`src/rtl/key_sequence_player.sv`:
```
// ============================================================================
// key_sequence_player: converts a 32-bit code to decimal and replays it as
// timed keypad presses, most-significant digit first.  Rev 1.0
// ============================================================================
`default_nettype none

module key_sequence_player #(
  parameter logic [31:0] PRESS_CYCLES  = 32'd1200000,
  parameter logic [31:0] GAP_CYCLES    = 32'd1200000,
  parameter bit          LEADING_ZEROS = 1'b0
) (
  input  logic        hwclk,
  input  logic        resetN,
  input  logic        start,
  input  logic [31:0] code,
  input  logic        abort,
  output logic [3:0]  button,
  output logic        bstate,
  output logic        busy,
  output logic        done,
  output logic [3:0]  digit_count
);

  typedef enum logic [2:0] {
    S_IDLE    = 3'd0,
    S_CONVERT = 3'd1,
    S_SEEK    = 3'd2,
    S_PRESS   = 3'd3,
    S_GAP     = 3'd4,
    S_FIN     = 3'd5
  } state_t;

  state_t      r_state;
  logic [31:0] r_code;
  logic [31:0] r_timer;
  logic [39:0] r_bcd;
  logic [4:0]  r_cnt;
  logic [3:0]  r_ptr;
  logic [3:0]  r_button;
  logic        r_bstate;
  logic        r_busy;
  logic        r_done;
  logic [3:0]  r_digit_count;

  logic [35:0] w_adj;
  logic [3:0]  w_msd;
  logic [3:0]  w_next_ptr;
  logic [3:0]  w_next_digit;
  logic [3:0]  w_cur_digit;

  // Top nibble never exceeds 4 for a 32-bit input, so it needs no correction.
  for (genvar gi = 0; gi < 9; gi++) begin : g_nib
    assign w_adj[gi*4 +: 4] = (r_bcd[gi*4 +: 4] >= 4'd5) ? r_bcd[gi*4 +: 4] + 4'd3
                                                         : r_bcd[gi*4 +: 4];
  end

  always_comb begin
    w_msd = 4'd0;
    for (int i = 1; i < 10; i++) begin
      if (r_bcd[i*4 +: 4] != 4'd0) w_msd = 4'(i);
    end
    if (LEADING_ZEROS) w_msd = 4'd9;
  end

  assign w_next_ptr   = r_ptr - 4'd1;
  assign w_next_digit = r_bcd[{w_next_ptr, 2'b00} +: 4];
  assign w_cur_digit  = r_bcd[{r_ptr, 2'b00} +: 4];

  always_ff @(posedge hwclk or negedge resetN) begin
    if (!resetN) begin
      r_state       <= S_IDLE;
      r_code        <= 32'd0;
      r_timer       <= 32'd0;
      r_bcd         <= 40'd0;
      r_cnt         <= 5'd0;
      r_ptr         <= 4'd0;
      r_button      <= 4'd0;
      r_bstate      <= 1'b0;
      r_busy        <= 1'b0;
      r_done        <= 1'b0;
      r_digit_count <= 4'd0;
    end else if (abort && (r_state != S_IDLE)) begin
      r_state  <= S_IDLE;
      r_button <= 4'd0;
      r_bstate <= 1'b0;
      r_busy   <= 1'b0;
      r_done   <= 1'b0;
    end else begin
      case (r_state)
        S_IDLE: begin
          r_done <= 1'b0;
          if (start) begin
            r_code  <= code;
            r_busy  <= 1'b1;
            r_bcd   <= 40'd0;
            r_cnt   <= 5'd0;
            r_state <= S_CONVERT;
          end
        end
        S_CONVERT: begin
          r_bcd  <= {r_bcd[38:36], w_adj, r_code[31]};
          r_code <= {r_code[30:0], 1'b0};
          r_cnt  <= r_cnt + 5'd1;
          if (r_cnt == 5'd31) r_state <= S_SEEK;
        end
        // Two cycles: first locate the leading digit, then start its press.
        S_SEEK: begin
          r_cnt <= r_cnt + 5'd1;
          if (r_cnt == 5'd0) begin
            r_ptr         <= w_msd;
            r_digit_count <= w_msd + 4'd1;
          end else begin
            r_bstate <= 1'b1;
            r_button <= w_cur_digit;
            r_timer  <= PRESS_CYCLES - 32'd1;
            r_state  <= S_PRESS;
          end
        end
        S_PRESS: begin
          if (r_timer == 32'd0) begin
            r_bstate <= 1'b0;
            r_button <= 4'd0;
            r_timer  <= GAP_CYCLES - 32'd1;
            r_state  <= S_GAP;
          end else begin
            r_timer <= r_timer - 32'd1;
          end
        end
        S_GAP: begin
          if (r_timer != 32'd0) begin
            r_timer <= r_timer - 32'd1;
          end else if (r_ptr == 4'd0) begin
            r_done  <= 1'b1;
            r_busy  <= 1'b0;
            r_state <= S_FIN;
          end else begin
            r_ptr    <= w_next_ptr;
            r_button <= w_next_digit;
            r_bstate <= 1'b1;
            r_timer  <= PRESS_CYCLES - 32'd1;
            r_state  <= S_PRESS;
          end
        end
        S_FIN: begin
          r_done  <= 1'b0;
          r_state <= S_IDLE;
        end
        default: r_state <= S_IDLE;
      endcase
    end
  end

  assign button      = r_button;
  assign bstate      = r_bstate;
  assign busy        = r_busy;
  assign done        = r_done;
  assign digit_count = r_digit_count;

endmodule

`default_nettype wire

```
`config.mk`:
```
export PLATFORM = sky130hd
export DESIGN_NAME = key_sequence_player
export DESIGN_NICKNAME = d
export VERILOG_FILES = /design/src/rtl/key_sequence_player.sv
export SDC_FILE = /design/constraint.sdc
export NUM_CORES = 1
export LEC_CHECK = 0
export ABC_AREA = 1
export BUFFER_PORTS_ARGS = -buffer_cell sky130_fd_sc_hd__buf_4
export CORE_ASPECT_RATIO = 0.5
export CORE_MARGIN = 3
export CORE_UTILIZATION = 62
export DETAILED_ROUTE_END_ITERATION = 6
export PLACE_DENSITY = 0.81
export SLEW_MARGIN = 20
export SYNTH_ARGS = -nofsm -noshare
export SYNTH_HDL_FRONTEND = slang
export SYNTH_SLANG_ARGS = --single-unit
export TNS_END_PERCENT = 20
```
`constraint.sdc`:
```
create_clock -name hwclk -period 2.3 [get_ports hwclk]
set_input_delay 0.115 -clock hwclk [delete_from_list [all_inputs] [get_ports hwclk]]
set_output_delay 0.115 -clock hwclk [all_outputs]
set_load 0.01 [all_outputs]
```
Yosys cells after proc, flatten, opt, wreduce, memory -nomap -nowiden
Cells that the tools add are included.
Cells by class
  $add $sub $neg: 13
  muxes and demuxes: 62
  shift operators: 2
  magnitude comparators: 9
  reduce and logical (&&, ||, !) cells: 34
  equality and inequality tests: 19
  bitwise gates (word level): 1
Operators by type and width (number)
  two-way mux 32 bit: 5
  two-way mux 4 bit: 24
  one-hot mux 32 bit (3 select lines): 1
  one-hot mux 40 bit (2 select lines): 1
  variable part select 40 x 7 -> 4 bit: 2
  one-hot mux 32 bit (2 select lines): 1
  two-way mux 40 bit: 1
  nonzero test 4 bit: 10
  adder 4 x 2 -> 4 bit, second input constant: 9
  greater-or-equal comparator 4 x 3 -> 1 bit, second input constant: 9
  logical NOT 32 bit: 1
  nonzero test 32 bit: 1
  subtractor 32 x 1 -> 32 bit, second input constant: 1
  inequality test 3 bit, second input constant: 8
  two-way mux 3 bit: 7
  one-hot mux 3 bit (5 select lines): 1
  AND reduction 5 bit: 3
  two-way mux 1 bit: 13
  one-hot mux 4 bit (3 select lines): 1
  AND reduction 3 bit: 4
  nonzero test 3 bit: 4
  inequality test 2 bit, second input constant: 5
  one-hot mux 5 bit (2 select lines): 1
  one-hot mux 4 bit (2 select lines): 1
  19 further kinds: 26
Storage, ports and cells
  output and inout port bits: 11
  flip-flop bits (word level): 127
  bits of input ports: 36
  word-level logic and storage cells: 151

Logic depth before layout (Yosys ltp)
  depth after elaboration: 12
  gate-level depth with buffers: 16

Worst setup path after synthesis
OpenSTA, ideal clock, no wires.
  kind: register to register
  from: reg r_timer[0]
  to: reg r_timer[1]
  library setup time: 127 ps
  clock period less this slack: 1921 ps
  setup slack: 379 ps
  stages on the path, launching flop included: 12
  data arrival time: 1794 ps
  path through: dfrtp_1 -> inv_1 -> ha_1 -> nand3_1 -> nor2_4 -> nand2_1 -> nor2_4 -> nand3_4 -> nand2_4 -> buf_6 -> buf_6 -> a22oi_4
On the way
  word-level cells in the longest chain between the ends: 3
RTL lines
  start: declaration: RTL line 35  | logic [31:0] r_timer;
  start signal: assignment: RTL line 115  | r_timer <= PRESS_CYCLES - 32'd1;
  start signal: assignment: RTL line 123  | r_timer <= GAP_CYCLES - 32'd1;
  start signal: assignment: RTL line 126  | r_timer <= r_timer - 32'd1;
  subtractor 32 x 1 -> 32 bit, or another cell as far along: RTL line 126, 131
  two-way mux 32 bit, or another cell as far along: RTL line 130  | if (r_timer != 32'd0) begin
  one-hot mux 32 bit (3 select lines) / AND reduction 4 bit (equally long branches)
Parallel ways exist; a longest one is shown, timed or not.
A chain may end at the register's enable or synchronous reset.

Worst setup path after layout
  from: reg r_timer[0]
  to: reg r_timer[18]
Same word-level chain as after synthesis.

==> flow_summary.ini <==
[placement]
portBuffers = 46
hpwlAfterDp_mm = 13.0
gp_congestion = 0.932

[global_route]
antenna_found_initial = 0
grt-ovfl-total = 0
grt_first_pass_wirelength_mm = 33.4
grt_pass1_vias = 7208
grt_max_degree = 83
grt_use_total = 0.295

[route]
num_vias = 7504
dr.pass1.iters = 7
wl_per_cell_um = 14.8
drc_errors = 0
via_per_inst = 5.63
ant_nets = 0
first_iter_violations = 577
wl_mm = 19.7

[timing]
drv_slew = 0
rsz0062_at_grt = false
max-slew-margin-rel = 0.649
fmax_mhz = 470
fin_setup_tns_ns = 0
fin_skew_ns = 0.0155
period_minus_slack_ns = 2.13
setup_viol = 0
hold_violations = 0
holdWs_ns = 0.113
fin_crit_sh = 0.925
max_slew.worst_pin.slew_ns = 0.526

[clock_network]
clk_latency_ns = 0.44
clk_pin_slew_worst_paths_ns = 0.07
clock_path_buffers = 2
cts_htree_levels = 4
cts_sinks = 127
cts_tree = yes
numCtsBuffers = 17
root_buffer = clkbuf_16

[synthesis]
netlist_area_um2 = 7790
avgSynthCellArea_um2 = 7.30
synth.area.top_cells = dfrtp_1 41%, nand2_1 13%, inv_1 7.4%
synth_most_common_cell = nand2_1
synthFlopType = dfrtp_1
ys_ff_latch = 127
yosys-top-cells-count = 264 x nand2_1, 153 x inv_1, 127 x dfrtp_1
yosys.area.top_type_share = 0.408
synthArstFlopShare = 1.00
yosys_warnings = 0
synth_edf_count = 0
synthDistinctLibCells = 36
yosysSeqAreaShare = 0.408
synth_cells = 1067
syn-num-nets = 1127
synth_top_cell_by_area = dfrtp_1

[floorplan]
num_rows = 28
fp.dieW_um = 165
start_util = 0.647
die_h_um = 85.3
ios = 47
core_um2 = 12100
dieArea_um2 = 14000

[power]
combPwrFrac = 0.433
pwr-share-seq = 0.302
p_clk_frac = 0.264
internal_power_mw = 5.76
p_per_area_nw_per_um2 = 1090
p_leak_nw = 4.56
switching_power_mw = 4.43
sw_frac_of_total = 0.434
ir_worst_vdd_mv = 0.816

[final_layout]
n_fill_cell = 841
nNetsFinal = 1216
area_growth_pct = 19.7
drive_above_1_share = 0.107
utilization = 0.774
diodes = 0

[min_path]
hp-start = start
min_path_type = input pin to flip-flop

[critical_path]
critPathArrivalTime_ns = 2.49
crit_chain = inv_1 > ha_1 > nand3_2 > nor2_4 > nand2_1 > nor2_4 > nand3_4 > nand2_8 > inv_4 > nand2_4 > inv_1 > nor2_1
cp-end-kind = flip-flop
reg2reg_from = r_timer[0]$_DFFE_PN0P_
crit_start = r_timer[0]$_DFFE_PN0P_
cp-start-kind = flip-flop
crit_path_top_delay_cell = dfrtp_1
cp_max_fo = 19
required_ns = 2.66
cpPeakStageDelay_ns = 0.37
crit_type = flip-flop to flip-flop

[flow_run]
maxCapViolations = 0

[run_status]
outcome = finished, final reports clean
[sequential cells by signal, indices dropped and copies added, names as in the netlist, 3 cells and up]
register	cells
r_cnt	5
r_ptr	4
button	4
r_state	3
r_timer	32
digit_count	4
r_bcd	40
r_code	32
[power groups by stage]
stage,sequential (mW),combinational (mW),clock (mW)
floorplan,3.06,3.13,0
global placement,3.10,4.06,0
detailed placement,3.11,4.18,0
CTS,3.07,4.27,2.70
global route,3.14,5.01,2.81
finish,3.08,4.42,2.69
[final cells by class]
class                           instances  area [um^2]  area share
Clock inverter                         14          148      0.0158
Timing Repair Buffer                  102          890      0.0954
Tap cell                              165          206      0.0221
Clock buffer                           17          425      0.0456
Multi-Input combinational cell        750         3880       0.416
Sequential cell                       127         3180       0.341
Inverter                              158          596      0.0638
[stage by stage]
step           power, mW  setup slack [ns]  cells  cell area (um^2)
5_1_grt             11.0           0.00857   1333              9330
4_1_cts             10.0            0.0117   1331              9290
6_report            10.2             0.172   1333              9330
3_3_place_gp        7.16             0.188   1267              8380
3_5_place_dp        7.29            0.0447   1267              8380
2_1_floorplan       6.19             0.379   1067              7790
[worst max-delay path: cells and delay by family (launching register included)]
family,cells,cell delay (ns)
simple gates,8,1.16
flops,1,0.37
buf+inv,3,0.31
fa+ha+maj,1,0.23
[cell usage in the layout (no fill, tap or decap), types with 10 or more instances in the layout]
| cell | instances |
|---|---|
| a21oi_1 | 23 |
| buf_4 | 65 |
| clkbuf_16 | 17 |
| dfrtp_1 | 127 |
| dlygate4sd3_1 | 33 |
| ha_1 | 24 |
| inv_1 | 153 |
| nand2_1 | 264 |
| nand3_1 | 91 |
| nand4_1 | 10 |
| nor2_1 | 115 |
| o211ai_1 | 34 |
| o21ai_0 | 89 |
| o32ai_1 | 16 |
| xor2_1 | 25 |
[metal layers]
layer,track usage,vias to the layer above,part of all wire
li1,-,3643,-
met1,0.384,3519,0.43
met2,0.497,291,0.49
met3,0.0556,51,0.057
met4,0.101,0,0.022
met5,0,-,0
[worst paths after layout]
path | depth (start not counted) | to | slack (ns)
min in group asynchronous | 2 | r_timer[17]$_DFFE_PN0P_ | 0.20
max in group asynchronous | 3 | r_bcd[5]$_DFFE_PN0P_ | 1.35
worst max-delay path | 12 | r_timer[18]$_DFFE_PN0P_ | 0.17
worst min register to register | 2 | digit_count[1]$_DFFE_PN0P_ | 0.48
worst min-delay path | 5 | r_cnt[3]$_DFFE_PN0P_ | 0.11
worst max register to register | 12 | r_timer[18]$_DFFE_PN0P_ | 0.17
[cells by family after synthesis]
family | Yosys count | share of synthesized area
and+or+nand+nor | 513 | 0.280
AOI/OAI and AO/OA | 186 | 0.145
buffers and inverters | 190 | 0.0974
xor gates and xnor gates | 27 | 0.0303
DFF | 127 | 0.408
adders and majority gates | 24 | 0.0385
[timing repair]
action | CTS | global route
hold buffers | 33 | 0
resized for setup | 0 | 6
setup endpoints to repair | 0 | 25
endpoints found under the hold margin | 66 | 0
setup buffers | 0 | 2
Note: power is estimated with default switching activity, not from simulation.
